File: config.mk
export PLATFORM = sky130hd
export DESIGN_NAME = divisor_serial
export DESIGN_NICKNAME = d
export VERILOG_FILES = /design/src/rtl/divisor_serial_pkg.sv /design/src/rtl/divisor_serial_div_paso.sv /design/src/rtl/divisor_serial.sv
export SDC_FILE = /design/constraint.sdc
export NUM_CORES = 1
export LEC_CHECK = 0
export BUFFER_PORTS_ARGS = -buffer_cell sky130_fd_sc_hd__buf_2
export CAP_MARGIN = 5
export CORE_UTILIZATION = 50
export CTS_CLUSTER_SIZE = 16
export DETAILED_ROUTE_END_ITERATION = 8
export GPL_TIMING_DRIVEN = 0
export PLACE_DENSITY_LB_ADDON = 0.05
export SLEW_MARGIN = 20
export SYNTH_ARGS = -nofsm -noshare
export SYNTH_HDL_FRONTEND = slang
export SYNTH_SLANG_ARGS = --single-unit
export TNS_END_PERCENT = 50
File: constraint.sdc
create_clock -name clk -period 2.1 [get_ports clk]
set_input_delay 0.21 -clock clk [delete_from_list [all_inputs] [get_ports clk]]
set_output_delay 0.21 -clock clk [all_outputs]
set_load 0.01 [all_outputs]
File: src/rtl/divisor_serial_pkg.sv
// Shared definitions for the serial restoring divider: FSM state encoding
// and the default operand width. The optional zero-divisor flag is enabled
// with the DIV_BY_ZERO_EN macro.
package divisor_serial_pkg;

  // Default operand width for the divider
  localparam int DIV_WIDTH = 4;

  // Divider control states
  typedef enum logic [1:0] {
    ST_IDLE = 2'd0,
    ST_CALC = 2'd1,
    ST_DONE = 2'd2
  } state_e;

endpackage

File: src/rtl/divisor_serial_div_paso.sv
// Single restoring-division step (purely combinational). The caller has
// already shifted the next dividend bit into rem_i. This step subtracts the
// divisor magnitude when it fits and reports the quotient bit.
module div_paso #(
  parameter int WIDTH = 4
) (
  input  logic [WIDTH-1:0] rem_i,
  input  logic [WIDTH-1:0] div_i,
  output logic [WIDTH-1:0] rem_o,
  output logic             qbit_o
);

  // One extra bit so the borrow shows up as the sign of the trial difference
  logic [WIDTH:0] diff;

  // Trial subtract; keep the difference when non-negative, otherwise restore
  always_comb begin
    diff   = {1'b0, rem_i} - {1'b0, div_i};
    qbit_o = ~diff[WIDTH];
    rem_o  = qbit_o ? diff[WIDTH-1:0] : rem_i;
  end

endmodule

File: src/rtl/divisor_serial.sv
// Multi-cycle signed divider, one quotient bit per clock, valid/ready on
// both sides. Operates on magnitudes and applies signs when the result is
// produced. Quotient is WIDTH+1 bits so that -2^(W-1) / -1 does not wrap.
// Define DIV_BY_ZERO_EN to short-circuit b==0 and expose the div_by_zero flag.
module divisor_serial
  import divisor_serial_pkg::*;
#(
  parameter int WIDTH = DIV_WIDTH
) (
  input  logic             clk,
  input  logic             rst,
  input  logic             in_valid,
  output logic             in_ready,
  input  logic [WIDTH-1:0] a,
  input  logic [WIDTH-1:0] b,
  output logic             out_valid,
  input  logic             out_ready,
  output logic [WIDTH:0]   q,
`ifdef DIV_BY_ZERO_EN
  output logic [WIDTH-1:0] r,
  output logic             div_by_zero
`else
  output logic [WIDTH-1:0] r
`endif
);

  localparam int CW = (WIDTH > 2) ? $clog2(WIDTH) : 1;

  state_e           state_q, state_d;
  logic [WIDTH-1:0] dividend_q, dividend_d;  // |a|, shifted out MSB first
  logic [WIDTH-1:0] divisor_q, divisor_d;    // |b|
  logic [WIDTH-1:0] rem_q, rem_d;            // partial remainder magnitude
  logic [WIDTH-1:0] quot_q, quot_d;          // quotient magnitude, built LSB-in
  logic [CW-1:0]    count_q, count_d;
  logic             sign_a_q, sign_a_d;
  logic             sign_b_q, sign_b_d;
  logic [WIDTH:0]   q_q, q_d;
  logic [WIDTH-1:0] r_q, r_d;
`ifdef DIV_BY_ZERO_EN
  logic             dbz_q, dbz_d;
`endif

  logic [WIDTH-1:0] step_rem_in, step_rem_out, quot_full;
  logic             step_qbit;

  // Bring the next dividend bit into the partial remainder. The remainder is
  // always below 2^(W-1) before the shift, so its top bit can be dropped.
  assign step_rem_in = {rem_q[WIDTH-2:0], dividend_q[WIDTH-1]};
  assign quot_full   = {quot_q[WIDTH-2:0], step_qbit};

  div_paso #(.WIDTH(WIDTH)) u_paso (
    .rem_i  (step_rem_in),
    .div_i  (divisor_q),
    .rem_o  (step_rem_out),
    .qbit_o (step_qbit)
  );

  assign in_ready  = (state_q == ST_IDLE) && !rst;
  assign out_valid = (state_q == ST_DONE);
  assign q         = q_q;
  assign r         = r_q;
`ifdef DIV_BY_ZERO_EN
  assign div_by_zero = dbz_q;
`endif

  // Next-state and datapath update; everything holds unless a branch changes it
  always_comb begin
    state_d    = state_q;
    dividend_d = dividend_q;
    divisor_d  = divisor_q;
    rem_d      = rem_q;
    quot_d     = quot_q;
    count_d    = count_q;
    sign_a_d   = sign_a_q;
    sign_b_d   = sign_b_q;
    q_d        = q_q;
    r_d        = r_q;
`ifdef DIV_BY_ZERO_EN
    dbz_d      = dbz_q;
`endif
    case (state_q)
      ST_IDLE: begin
        if (in_valid && in_ready) begin
          // |-2^(W-1)| still fits when read back as unsigned
          dividend_d = a[WIDTH-1] ? -a : a;
          divisor_d  = b[WIDTH-1] ? -b : b;
          sign_a_d   = a[WIDTH-1];
          sign_b_d   = b[WIDTH-1];
          rem_d      = '0;
          quot_d     = '0;
          count_d    = '0;
          state_d    = ST_CALC;
`ifdef DIV_BY_ZERO_EN
          if (b == '0) begin
            q_d     = '0;
            r_d     = a;
            dbz_d   = 1'b1;
            state_d = ST_DONE;
          end
`endif
        end
      end
      ST_CALC: begin
        rem_d      = step_rem_out;
        quot_d     = quot_full;
        dividend_d = {dividend_q[WIDTH-2:0], 1'b0};
        count_d    = count_q + CW'(1);
        if (count_q == CW'(WIDTH - 1)) begin
          // Sign fix-up: quotient by sign(a)^sign(b), remainder by sign(a)
          q_d     = (sign_a_q ^ sign_b_q) ? -{1'b0, quot_full} : {1'b0, quot_full};
          r_d     = sign_a_q ? -step_rem_out : step_rem_out;
          state_d = ST_DONE;
        end
      end
      ST_DONE: begin
        if (out_ready) begin
          state_d = ST_IDLE;
`ifdef DIV_BY_ZERO_EN
          dbz_d   = 1'b0;
`endif
        end
      end
      default: state_d = ST_IDLE;
    endcase
  end

  // State register; reset aborts any operation in flight
  always_ff @(posedge clk) begin
    if (rst) begin
      state_q    <= ST_IDLE;
      dividend_q <= '0;
      divisor_q  <= '0;
      rem_q      <= '0;
      quot_q     <= '0;
      count_q    <= '0;
      sign_a_q   <= 1'b0;
      sign_b_q   <= 1'b0;
      q_q        <= '0;
      r_q        <= '0;
`ifdef DIV_BY_ZERO_EN
      dbz_q      <= 1'b0;
`endif
    end else begin
      state_q    <= state_d;
      dividend_q <= dividend_d;
      divisor_q  <= divisor_d;
      rem_q      <= rem_d;
      quot_q     <= quot_d;
      count_q    <= count_d;
      sign_a_q   <= sign_a_d;
      sign_b_q   <= sign_b_d;
      q_q        <= q_d;
      r_q        <= r_d;
`ifdef DIV_BY_ZERO_EN
      dbz_q      <= dbz_d;
`endif
    end
  end

endmodule

==> impl_metrics.env, run 1 <==
export IMPL_first_pass_iters=6
export IMPL_synthCells=190
export IMPL_r2r_cells=9
export IMPL_rrSetupSlack_ps=-10
export IMPL_power_leakage_nw=0.771
export IMPL_die_area_um2=3360
export IMPL_ys_seq_area_share_pct=37.0
export IMPL_n_fill_cell=255
export IMPL_p_sw_w=0.000406
export IMPL_insertion_delay_ps=320
export IMPL_worstPathArrival_ps=2350
export IMPL_multi_input_area_um2=966
export IMPL_placementRows=19
export IMPL_dp_hpwl_um=2510
export IMPL_vdd_drop_max_mv=0.389
export IMPL_max_slew_margin_pct=63.0
export IMPL_violations="design-rule violations, negative setup slack"
export IMPL_synth_seq_cells=29
export IMPL_grt_pass1_wl_um=5840
export IMPL_layout_common_cells="nor2_1, dfxtp_1, nand2_1"
export IMPL_max_cap_violations=0
export IMPL_synth_edf_count=0
export IMPL_tightestPinTransition_ps=555
export IMPL_critPathRequiredTime_ps=2340
export IMPL_setup_viol=2
export IMPL_maxSlewViolCount=0
export IMPL_critPathMaxFanout=4
export IMPL_setup_worst_path_start="dividend_q[3]"
export IMPL_synth_area_leaders="dfxtp_1, nor2_1, ha_1"
export IMPL_final_util_pct=67.1
export IMPL_core_area_um2=2850
export IMPL_cts_reportedPaths_clkPinSlew_ps=90
export IMPL_drc=3
export IMPL_max_freq_mhz=473
export IMPL_synth_area_um2=1570
export IMPL_yosysWarnings=0
export IMPL_crit_slowest_cell="fa_2"
export IMPL_path_class="reg -> reg"
export IMPL_seqPwrFrac_pct=45.0
export IMPL_cts_tree="yes"
export IMPL_grt_setup_unrepaired="true"
export IMPL_postRouteAntennaNets=0
export IMPL_layout_min_cycle_time_ps=2110
export IMPL_start_kind="flop"
export IMPL_track_usage_pct=23.6
export IMPL_reg2reg_from="dividend_q[3]"
export IMPL_clockPowerShare_pct=25.9
export IMPL_pin_count=23
export IMPL_hp_class="in -> reg"
export IMPL_die_w_um=58.0
export IMPL_grt_max_degree=11
export IMPL_io_buffers=22
export IMPL_grt_overflow=0
export IMPL_synth_top_cell_area_share_pct=37.0
export IMPL_fin_skew_ps=3.48
export IMPL_r2r_end="r[1]"
export IMPL_syn_to_final_growth_pct=22.0
export IMPL_power_frac_comb_pct=29.1
export IMPL_grt_pass1_vias=1295
export IMPL_syn_num_nets=211
export IMPL_viasPerCell=5.37
export IMPL_drt_wl_total_um=3500
export IMPL_regArea_um2=583
export IMPL_cts_made_buffers=5
export IMPL_hold_buffers=0
export IMPL_antenna_found_initial=0
export IMPL_synth_avg_cell_area_um2=8.25
export IMPL_cts_max_level=2
export IMPL_synth_flop_cell="dfxtp_1"
export IMPL_cts_sinks=29
export IMPL_cts_buffer_depth=2
export IMPL_intPower_w=0.000909
export IMPL_synth_top_area_cell="dfxtp_1"
export IMPL_synth_cell_types=37
export IMPL_p_total_w=0.00131
export IMPL_vias=1396
export IMPL_outcome="finished with violations"
export IMPL_wl_per_cell_um=13.4
export IMPL_die_h_um=58.0
export IMPL_drt_iter0_markers=53
export IMPL_crit_chain="inv_4, ha_4, fa_2, nand2b_4, a21oi_4, mux2i_2, nand2_1, xnor2_1, a211oi_1"
export IMPL_hold_violations=0
export IMPL_post_route_period_util_pct=101
export IMPL_drive_gt1_share_pct=27.5
export IMPL_swShare_pct=30.9
export IMPL_diodes=0
export IMPL_place_gp_congestion=0.774
export IMPL_endpoint="r[1]"
export IMPL_initial_core_util_pct=55.0
export IMPL_nNetsFinal=250
export IMPL_ys_async_sr_fraction_pct=0
export IMPL_setup_ws_ps=-12.5
export IMPL_max_stage_delay_ps=370
export IMPL_root_buffer="clkbuf_4"
export IMPL_p_per_area_nw_per_um2=687
export IMPL_critPathCaptureType="flop"
## per-stage QoR
stage	cell area [um2]	hold slack (ps)	setup WS (ps)	instances	setup TNS, ps
final	1910	119	-12.5	260	-14.9
after global routing	1910	133	-108	260	-464
after CTS	1890	118	15.1	260	0
after detailed placement	1730	444	-259	243	-982
after global placement	1730	440	-223	243	-744
after floorplan	1580	309	1.47	190	0
## cell usage after synthesis (all sizes together) (5+ instances only)
library cell,n
a211oi,10
nand2,24
nand2b,5
xnor2,6
nand3,9
ha,8
dfxtp,29
a21oi,14
inv,12
nor2,29
## power groups by stage
stage               Clock, W  Combinational, W  Sequential, W
floorplan                  0          0.000239       0.000599
global placement           0          0.000293       0.000602
detailed placement         0          0.000308       0.000603
CTS                 0.000344          0.000369       0.000591
global route        0.000373          0.000420       0.000595
finish              0.000340          0.000383       0.000592
## per-layer routing
| metal | wire length, um | up-vias | GRT usage (%) | part of all wire [%] |
|---|---|---|---|---|
| met3 | 146 | 8 | 6.70 | 4.2 |
| li1 | - | 731 | - | - |
| met2 | 1690 | 39 | 38.9 | 48 |
| met1 | 1580 | 618 | 28.8 | 45 |
| met5 | 0 | - | 0 | 0 |
| met4 | 80 | 0 | 10.2 | 2.3 |
## state kept, by name, summed over array words and instances (netlist names)
signal,count
q,5
r,4
dividend_q,4
quot_q,3
divisor_q,4
count_q,2
state_q,2
sign_b_q,1
rem_q,3
sign_a_q,1
## cell families (layout without fill, tap and decap cells)
| logic type | Yosys count | in the layout | synth area share [%] |
|---|---|---|---|
| buffers and inverters | 20 | 59 | 5.27 |
| XOR/XNOR | 10 | 10 | 5.59 |
| AO/OA/AOI/OAI | 39 | 39 | 18.6 |
| adder cells (fa/ha/maj) | 9 | 9 | 7.66 |
| flip-flops | 29 | 29 | 37.0 |
| AND/OR/NAND/NOR | 79 | 79 | 23.3 |
| multiplexers | 4 | 4 | 2.55 |
## what timing repair did
item,CTS,global route
setup endpoints to repair,8,8
setup buffers,10,0
pin swaps,7,5
gates resized for setup,6,9
## how the worst min path moves through the flow
stage / startpoint / to / slack, ps / cells after the start
floorplan: a[3] / sign_a_q / 310 / 2
global placement: r[0] / r[0] / 440 / 2
detailed placement: r[0] / r[0] / 440 / 2
CTS: a[3] / sign_a_q / 120 / 3
global route: out_ready / state_q[1] / 130 / 3
finish: a[3] / sign_a_q / 120 / 3
## critical path, delay by kind of cell (launching register included)
family / cells / cell delay [ps]
AO/OA/AOI/OAI: 2 / 430
XOR/XNOR: 1 / 150
adder cells (fa/ha/maj): 2 / 530
buffers and inverters: 1 / 40
flip-flops: 1 / 360
multiplexers: 1 / 260
AND/OR/NAND/NOR: 2 / 270
## layout make-up
type,instances,share of cell area [%]
Tap cell,31,2.03
Sequential cell,29,30.5
Inverter,12,2.62
Buffer,8,1.83
Clock buffer,7,2.88
Timing Repair Buffer,32,9.68
Multi-Input combinational cell,141,50.5
Power figures use the tool's default switching activity.
==> run 2, diff against run 1 <==
--- a/config.mk
+++ b/config.mk
@@ -12,6 +12,7 @@
 export DETAILED_ROUTE_END_ITERATION = 8
 export GPL_TIMING_DRIVEN = 0
 export PLACE_DENSITY_LB_ADDON = 0.05
+export RECOVER_POWER = 25
 export SLEW_MARGIN = 20
 export SYNTH_ARGS = -nofsm -noshare
 export SYNTH_HDL_FRONTEND = slang
==> constraint.sdc (replaced) <==
create_clock -name clk -period 2.1 [get_ports clk]
set_input_delay 0.42 -clock clk [delete_from_list [all_inputs] [get_ports clk]]
set_output_delay 0.42 -clock clk [all_outputs]
set_load 0.01 [all_outputs]
==> run 2 against run 1 <==
  * The flow still finishes with violations (design-rule violations, negative setup slack)
  * Utilization is 0.35 points lower
  * First-iteration DRC count stayed put
  * Sequential share of layout area is 0.16 points higher
  * Flip-flop and latch count stayed put
  * Global-route usage stayed put
  * Die area stayed put
  * Clock skew is 1.1 ps lower
  * Sequential power hardly changed
  * Non-clock buffer count stayed put
  * Critical endpoint unchanged
  * Highest routed layer unchanged
==> impl_metrics.env, run 2 (synthesis results as in run 1) <==
export IMPL_clockPowerShare_pct=25.9
export IMPL_place_gp_congestion=0.774
export IMPL_outcome="finished with violations"
export IMPL_r2r_end="r[1]"
export IMPL_cts_tree="yes"
export IMPL_finalNonFillerCells=260
export IMPL_endpoint="r[1]"
export IMPL_cts_buffer_depth=2
export IMPL_antenna_found_initial=0
export IMPL_grt_pass1_wl_um=5840
export IMPL_grt_overflow=0
export IMPL_cts_sinks=29
export IMPL_grt_setup_unrepaired="true"
export IMPL_viasPerCell=5.40
export IMPL_placementRows=19
export IMPL_path_class="reg -> reg"
export IMPL_intPower_w=0.000908
export IMPL_max_stage_delay_ps=360
export IMPL_crit_slowest_cell="dfxtp_2"
export IMPL_die_h_um=58.0
export IMPL_maxSlewViolCount=0
export IMPL_start_kind="flop"
export IMPL_holdPathStages=3
export IMPL_grt_max_degree=11
export IMPL_seqPwrFrac_pct=45.0
export IMPL_syn_to_final_growth_pct=21.4
export IMPL_layout_common_cells="nor2_1, dfxtp_1, nand2_1"
export IMPL_insertion_delay_ps=320
export IMPL_io_buffers=22
export IMPL_hold_violations=0
export IMPL_final_util_pct=66.7
export IMPL_die_w_um=58.0
export IMPL_track_usage_pct=23.6
export IMPL_vdd_drop_max_mv=0.389
export IMPL_vias=1403
export IMPL_worstPathArrival_ps=2350
export IMPL_drive_gt1_share_pct=24.0
export IMPL_wl_per_cell_um=13.5
export IMPL_reg2reg_from="dividend_q[3]"
export IMPL_first_pass_iters=7
export IMPL_cts_made_buffers=5
export IMPL_setup_viol=1
export IMPL_power_frac_comb_pct=29.1
export IMPL_cts_max_level=2
export IMPL_setup_tns_ps=-12.3
export IMPL_postRouteAntennaNets=0
export IMPL_critPathMaxFanout=4
export IMPL_p_per_area_nw_per_um2=691
export IMPL_p_sw_w=0.000407
export IMPL_root_buffer="clkbuf_4"
export IMPL_max_slew_margin_pct=63.0
export IMPL_drt_wl_total_um=3520
export IMPL_r2r_cells=9
export IMPL_drt_iter0_markers=53
export IMPL_diodes=0
export IMPL_swShare_pct=30.9
export IMPL_preCtsSetupSlack_ps=-259
export IMPL_nNetsFinal=250
export IMPL_dp_cells=243
export IMPL_n_fill_cell=258
export IMPL_die_area_um2=3360
export IMPL_dp_hpwl_um=2510
export IMPL_layout_min_cycle_time_ps=2110
export IMPL_hp_class="in -> reg"
export IMPL_initial_core_util_pct=55.0
export IMPL_rrSetupSlack_ps=-10
export IMPL_pin_count=23
export IMPL_core_area_um2=2850
export IMPL_violations="design-rule violations, negative setup slack"
export IMPL_drc=3
export IMPL_critPathRequiredTime_ps=2340
export IMPL_cts_reportedPaths_clkPinSlew_ps=90
export IMPL_hold_buffers=0
export IMPL_post_route_period_util_pct=101
export IMPL_grt_pass1_vias=1295
export IMPL_largest_reg_flops=5
export IMPL_setup_worst_path_start="dividend_q[3]"
export IMPL_power_leakage_nw=0.736
export IMPL_fin_skew_ps=2.39
export IMPL_crit_chain="inv_4, ha_4, fa_2, nand2b_4, a21oi_4, mux2i_2, nand2_1, xnor2_1, a211oi_1"
export IMPL_max_cap_violations=0
export IMPL_tightestPinTransition_ps=555
export IMPL_max_freq_mhz=473
export IMPL_setup_ws_ps=-12.3
export IMPL_critPathCaptureType="flop"
## run 2: cell types whose count changed in the layout (fill, tap and decap cells not counted), sizes merged
cell,delta
clkbuf,+8
buf,-8
## run 2: worst max-delay path: cells and delay by family (launching register included)
family	cells	cell delay (ps)
AO/OA/AOI/OAI	2	430
XOR/XNOR	1	150
adder cells (fa/ha/maj)	2	520
buffers and inverters	1	40
flip-flops	1	360
multiplexers	1	260
AND/OR/NAND/NOR	2	270
## run 2: worst min-delay path by stage
stage / from / to / slack (ps)
after global routing: out_ready / state_q[1] / 340
final: a[3] / sign_a_q / 330
after detailed placement: r[0] / r[0] / 440
after floorplan: dividend_q[0] / dividend_q[0] / 450
after global placement: r[0] / r[0] / 440
after CTS: a[3] / sign_a_q / 330
## run 2: layout make-up
cell class / count / area, um2 / area share [%]
multi-input combinational: 141 / 966 / 50.8
sequential: 29 / 583 / 30.6
timing repair buffer: 32 / 175 / 9.20
clock buffer: 7 / 55.1 / 2.89
inverter: 12 / 50.0 / 2.63
tap: 31 / 38.8 / 2.04
buffer: 8 / 35.0 / 1.84
## run 2: per-stage QoR
step	power [W]	hold WS, ps	area, um2
2_1_floorplan	0.000837	448	1580
3_3_place_gp	0.000896	440	1730
3_5_place_dp	0.000911	444	1730
4_1_cts	0.00130	328	1890
5_1_grt	0.00139	343	1900
6_report	0.00131	329	1900
## run 2: repair_timing
| item | 4_1_cts | 5_1_grt |
|---|---|---|
| setup buffers | 10 | 0 |
| gates resized for setup | 6 | 9 |
| endpoints found under the setup margin | 8 | 8 |
| pin swaps | 7 | 5 |
## run 2: power by group through the flow
stage | Clock (W) | Combinational, W | Sequential [W]
after detailed placement | 0 | 0.000308 | 0.000603
after CTS | 0.000344 | 0.000369 | 0.000591
after floorplan | 0 | 0.000239 | 0.000599
after global placement | 0 | 0.000293 | 0.000602
final | 0.000341 | 0.000382 | 0.000592
after global routing | 0.000373 | 0.000420 | 0.000595
## run 2: per-layer routing
layer	share of wire (%)	wire length (um)	GRT usage, %	vias up
met3	4.1	144	6.70	11
met5	0	0	0	-
li1	-	-	-	731
met2	48	1680	38.9	38
met4	2.6	93	10.2	0
met1	45	1600	28.8	623
==> run 3, diff against run 2 <==
--- a/config.mk
+++ b/config.mk
@@ -7,11 +7,12 @@
 export LEC_CHECK = 0
 export BUFFER_PORTS_ARGS = -buffer_cell sky130_fd_sc_hd__buf_2
 export CAP_MARGIN = 5
+export CORE_MARGIN = 4
 export CORE_UTILIZATION = 50
 export CTS_CLUSTER_SIZE = 16
 export DETAILED_ROUTE_END_ITERATION = 8
 export GPL_TIMING_DRIVEN = 0
-export PLACE_DENSITY_LB_ADDON = 0.05
+export PLACE_DENSITY = 0.77
 export RECOVER_POWER = 25
 export SLEW_MARGIN = 20
 export SYNTH_ARGS = -nofsm -noshare
==> run 3 against run 2 <==
  * The flow now finishes without violations
  * Clock power shrank 4%
  * Flip-flop and latch count unchanged
  * Global-route usage shrank 6.0 points
==> impl_metrics.env, run 3 (synthesis results as in run 1) <==
export IMPL_grt_max_degree=11
export IMPL_clockPowerShare_pct=25.5
export IMPL_preCtsSetupSlack_ps=-217
export IMPL_io_buffers=22
export IMPL_critPathRequiredTime_ps=2350
export IMPL_root_buffer="clkbuf_4"
export IMPL_maxSlewViolCount=0
export IMPL_critPathMaxFanout=5
export IMPL_drc=0
export IMPL_grt_setup_unrepaired="true"
export IMPL_critPathCaptureType="flop"
export IMPL_layout_commonest_cell="dfxtp_1"
export IMPL_setup_viol=0
export IMPL_path_class="reg -> reg"
export IMPL_viasPerCell=5.10
export IMPL_largest_reg_flops=5
export IMPL_cts_max_level=2
export IMPL_wl_per_cell_um=12.3
export IMPL_diodes=0
export IMPL_hold_buffers=0
export IMPL_cts_buffer_depth=2
export IMPL_max_cap_violations=0
export IMPL_intPower_w=0.000866
export IMPL_swShare_pct=32.3
export IMPL_drt_wl_total_um=3350
export IMPL_cts_sinks=29
export IMPL_drive_gt1_share_pct=23.1
export IMPL_grt_pass1_wl_um=5690
export IMPL_pin_count=23
export IMPL_seqPwrFrac_pct=46.3
export IMPL_p_per_area_nw_per_um2=672
export IMPL_initial_core_util_pct=51.8
export IMPL_cts_reportedPaths_clkPinSlew_ps=100
export IMPL_antenna_found_initial=0
export IMPL_setup_ws_ps=15.7
export IMPL_grt_overflow=0
export IMPL_tightestPinTransition_ps=500
export IMPL_placementRows=20
export IMPL_fin_skew_ps=9.38
export IMPL_p_sw_w=0.000413
export IMPL_grt_pass1_vias=1258
export IMPL_track_usage_pct=17.7
export IMPL_hold_violations=0
export IMPL_worstPathArrival_ps=2340
export IMPL_max_freq_mhz=480
export IMPL_drt_iter0_markers=72
export IMPL_die_w_um=64.0
export IMPL_power_leakage_nw=0.731
export IMPL_nNetsFinal=249
export IMPL_vdd_drop_max_mv=0.413
export IMPL_outcome="finished, final reports clean"
export IMPL_vias=1391
export IMPL_max_slew_margin_pct=66.6
export IMPL_die_area_um2=4100
export IMPL_start_kind="flop"
export IMPL_first_pass_iters=4
export IMPL_hp_class="in -> reg"
export IMPL_post_route_period_util_pct=99.3
export IMPL_dp_hpwl_um=2410
export IMPL_layout_min_cycle_time_ps=2080
export IMPL_die_h_um=64.0
export IMPL_syn_to_final_growth_pct=21.4
export IMPL_hold_ws_ps=327
export IMPL_layout_common_cells="dfxtp_1, nor2_1, nand2_1"
export IMPL_place_gp_congestion=0.789
export IMPL_cts_tree="yes"
export IMPL_insertion_delay_ps=330
export IMPL_power_frac_comb_pct=28.2
export IMPL_core_area_um2=3030
export IMPL_postRouteAntennaNets=0
export IMPL_cts_made_buffers=5
## run 3: stage by stage
| step | power [W] | utilization [%] | instance area (um2) | std cells | TNS [ps] |
|---|---|---|---|---|---|
| 2_1_floorplan | 0.000837 | - | 1580 | 190 | 0 |
| 3_3_place_gp | 0.000895 | 57.5 | 1740 | 256 | -740 |
| 3_5_place_dp | 0.000901 | 57.5 | 1740 | 256 | -823 |
| 4_1_cts | 0.00126 | 61.7 | 1870 | 271 | 0 |
| 5_1_grt | 0.00135 | 62.9 | 1900 | 273 | -538 |
| 6_report | 0.00128 | 62.9 | 1900 | 273 | 0 |
## run 3: power by group through the flow
stage	registers [W]	clock network (W)	logic (W)
6_report	0.000592	0.000327	0.000361
2_1_floorplan	0.000599	0	0.000239
3_3_place_gp	0.000603	0	0.000292
4_1_cts	0.000591	0.000332	0.000340
3_5_place_dp	0.000604	0	0.000297
5_1_grt	0.000595	0.000355	0.000403
## run 3: final cells by class
type                            instances  area (um2)
Multi-Input combinational cell        141         962
Clock inverter                          2        10.0
Buffer                                  8        35.0
Sequential cell                        29         582
Tap cell                               44        55.1
Clock buffer                            6        41.3
Inverter                               12        50.0
Fill cell                             275        1120
Timing Repair Buffer                   31         168
## run 3: layer usage
metal  global-route usage, %  vias to the layer above  wire length [um]
met5                       0                        -                 0
met4                    4.85                        0                48
met2                    28.5                       31              1480
met1                    23.0                      626              1640
met3                    4.92                        8               183
li1                        -                      726                 -
## run 3: final timing paths
check	end	slack [ps]	startpoint	cells after the start
hold reg to reg	dividend_q[0]	480	dividend_q[0]	2
hold / removal	sign_a_q	330	a[3]	3
setup / recovery	r[1]	20	dividend_q[3]	9
setup reg to reg	r[1]	20	dividend_q[3]	9
## run 3: critical path, cell delays in order (launching register included)
cell and delay (ps):
dfxtp_2 360, inv_4 50, ha_4 150, fa_2 340
nand2b_4 170, a21oi_4 240, mux2i_2 290, nand2_1 90
xnor2_1 130, a211oi_1 180
## run 3: what timing repair did
action,4_1_cts,5_1_grt
gates cloned,0,0
resized for setup,5,7
pin swaps,5,3
endpoints found under the setup margin,8,9
endpoints found under the hold margin,0,0
setup buffers,7,2
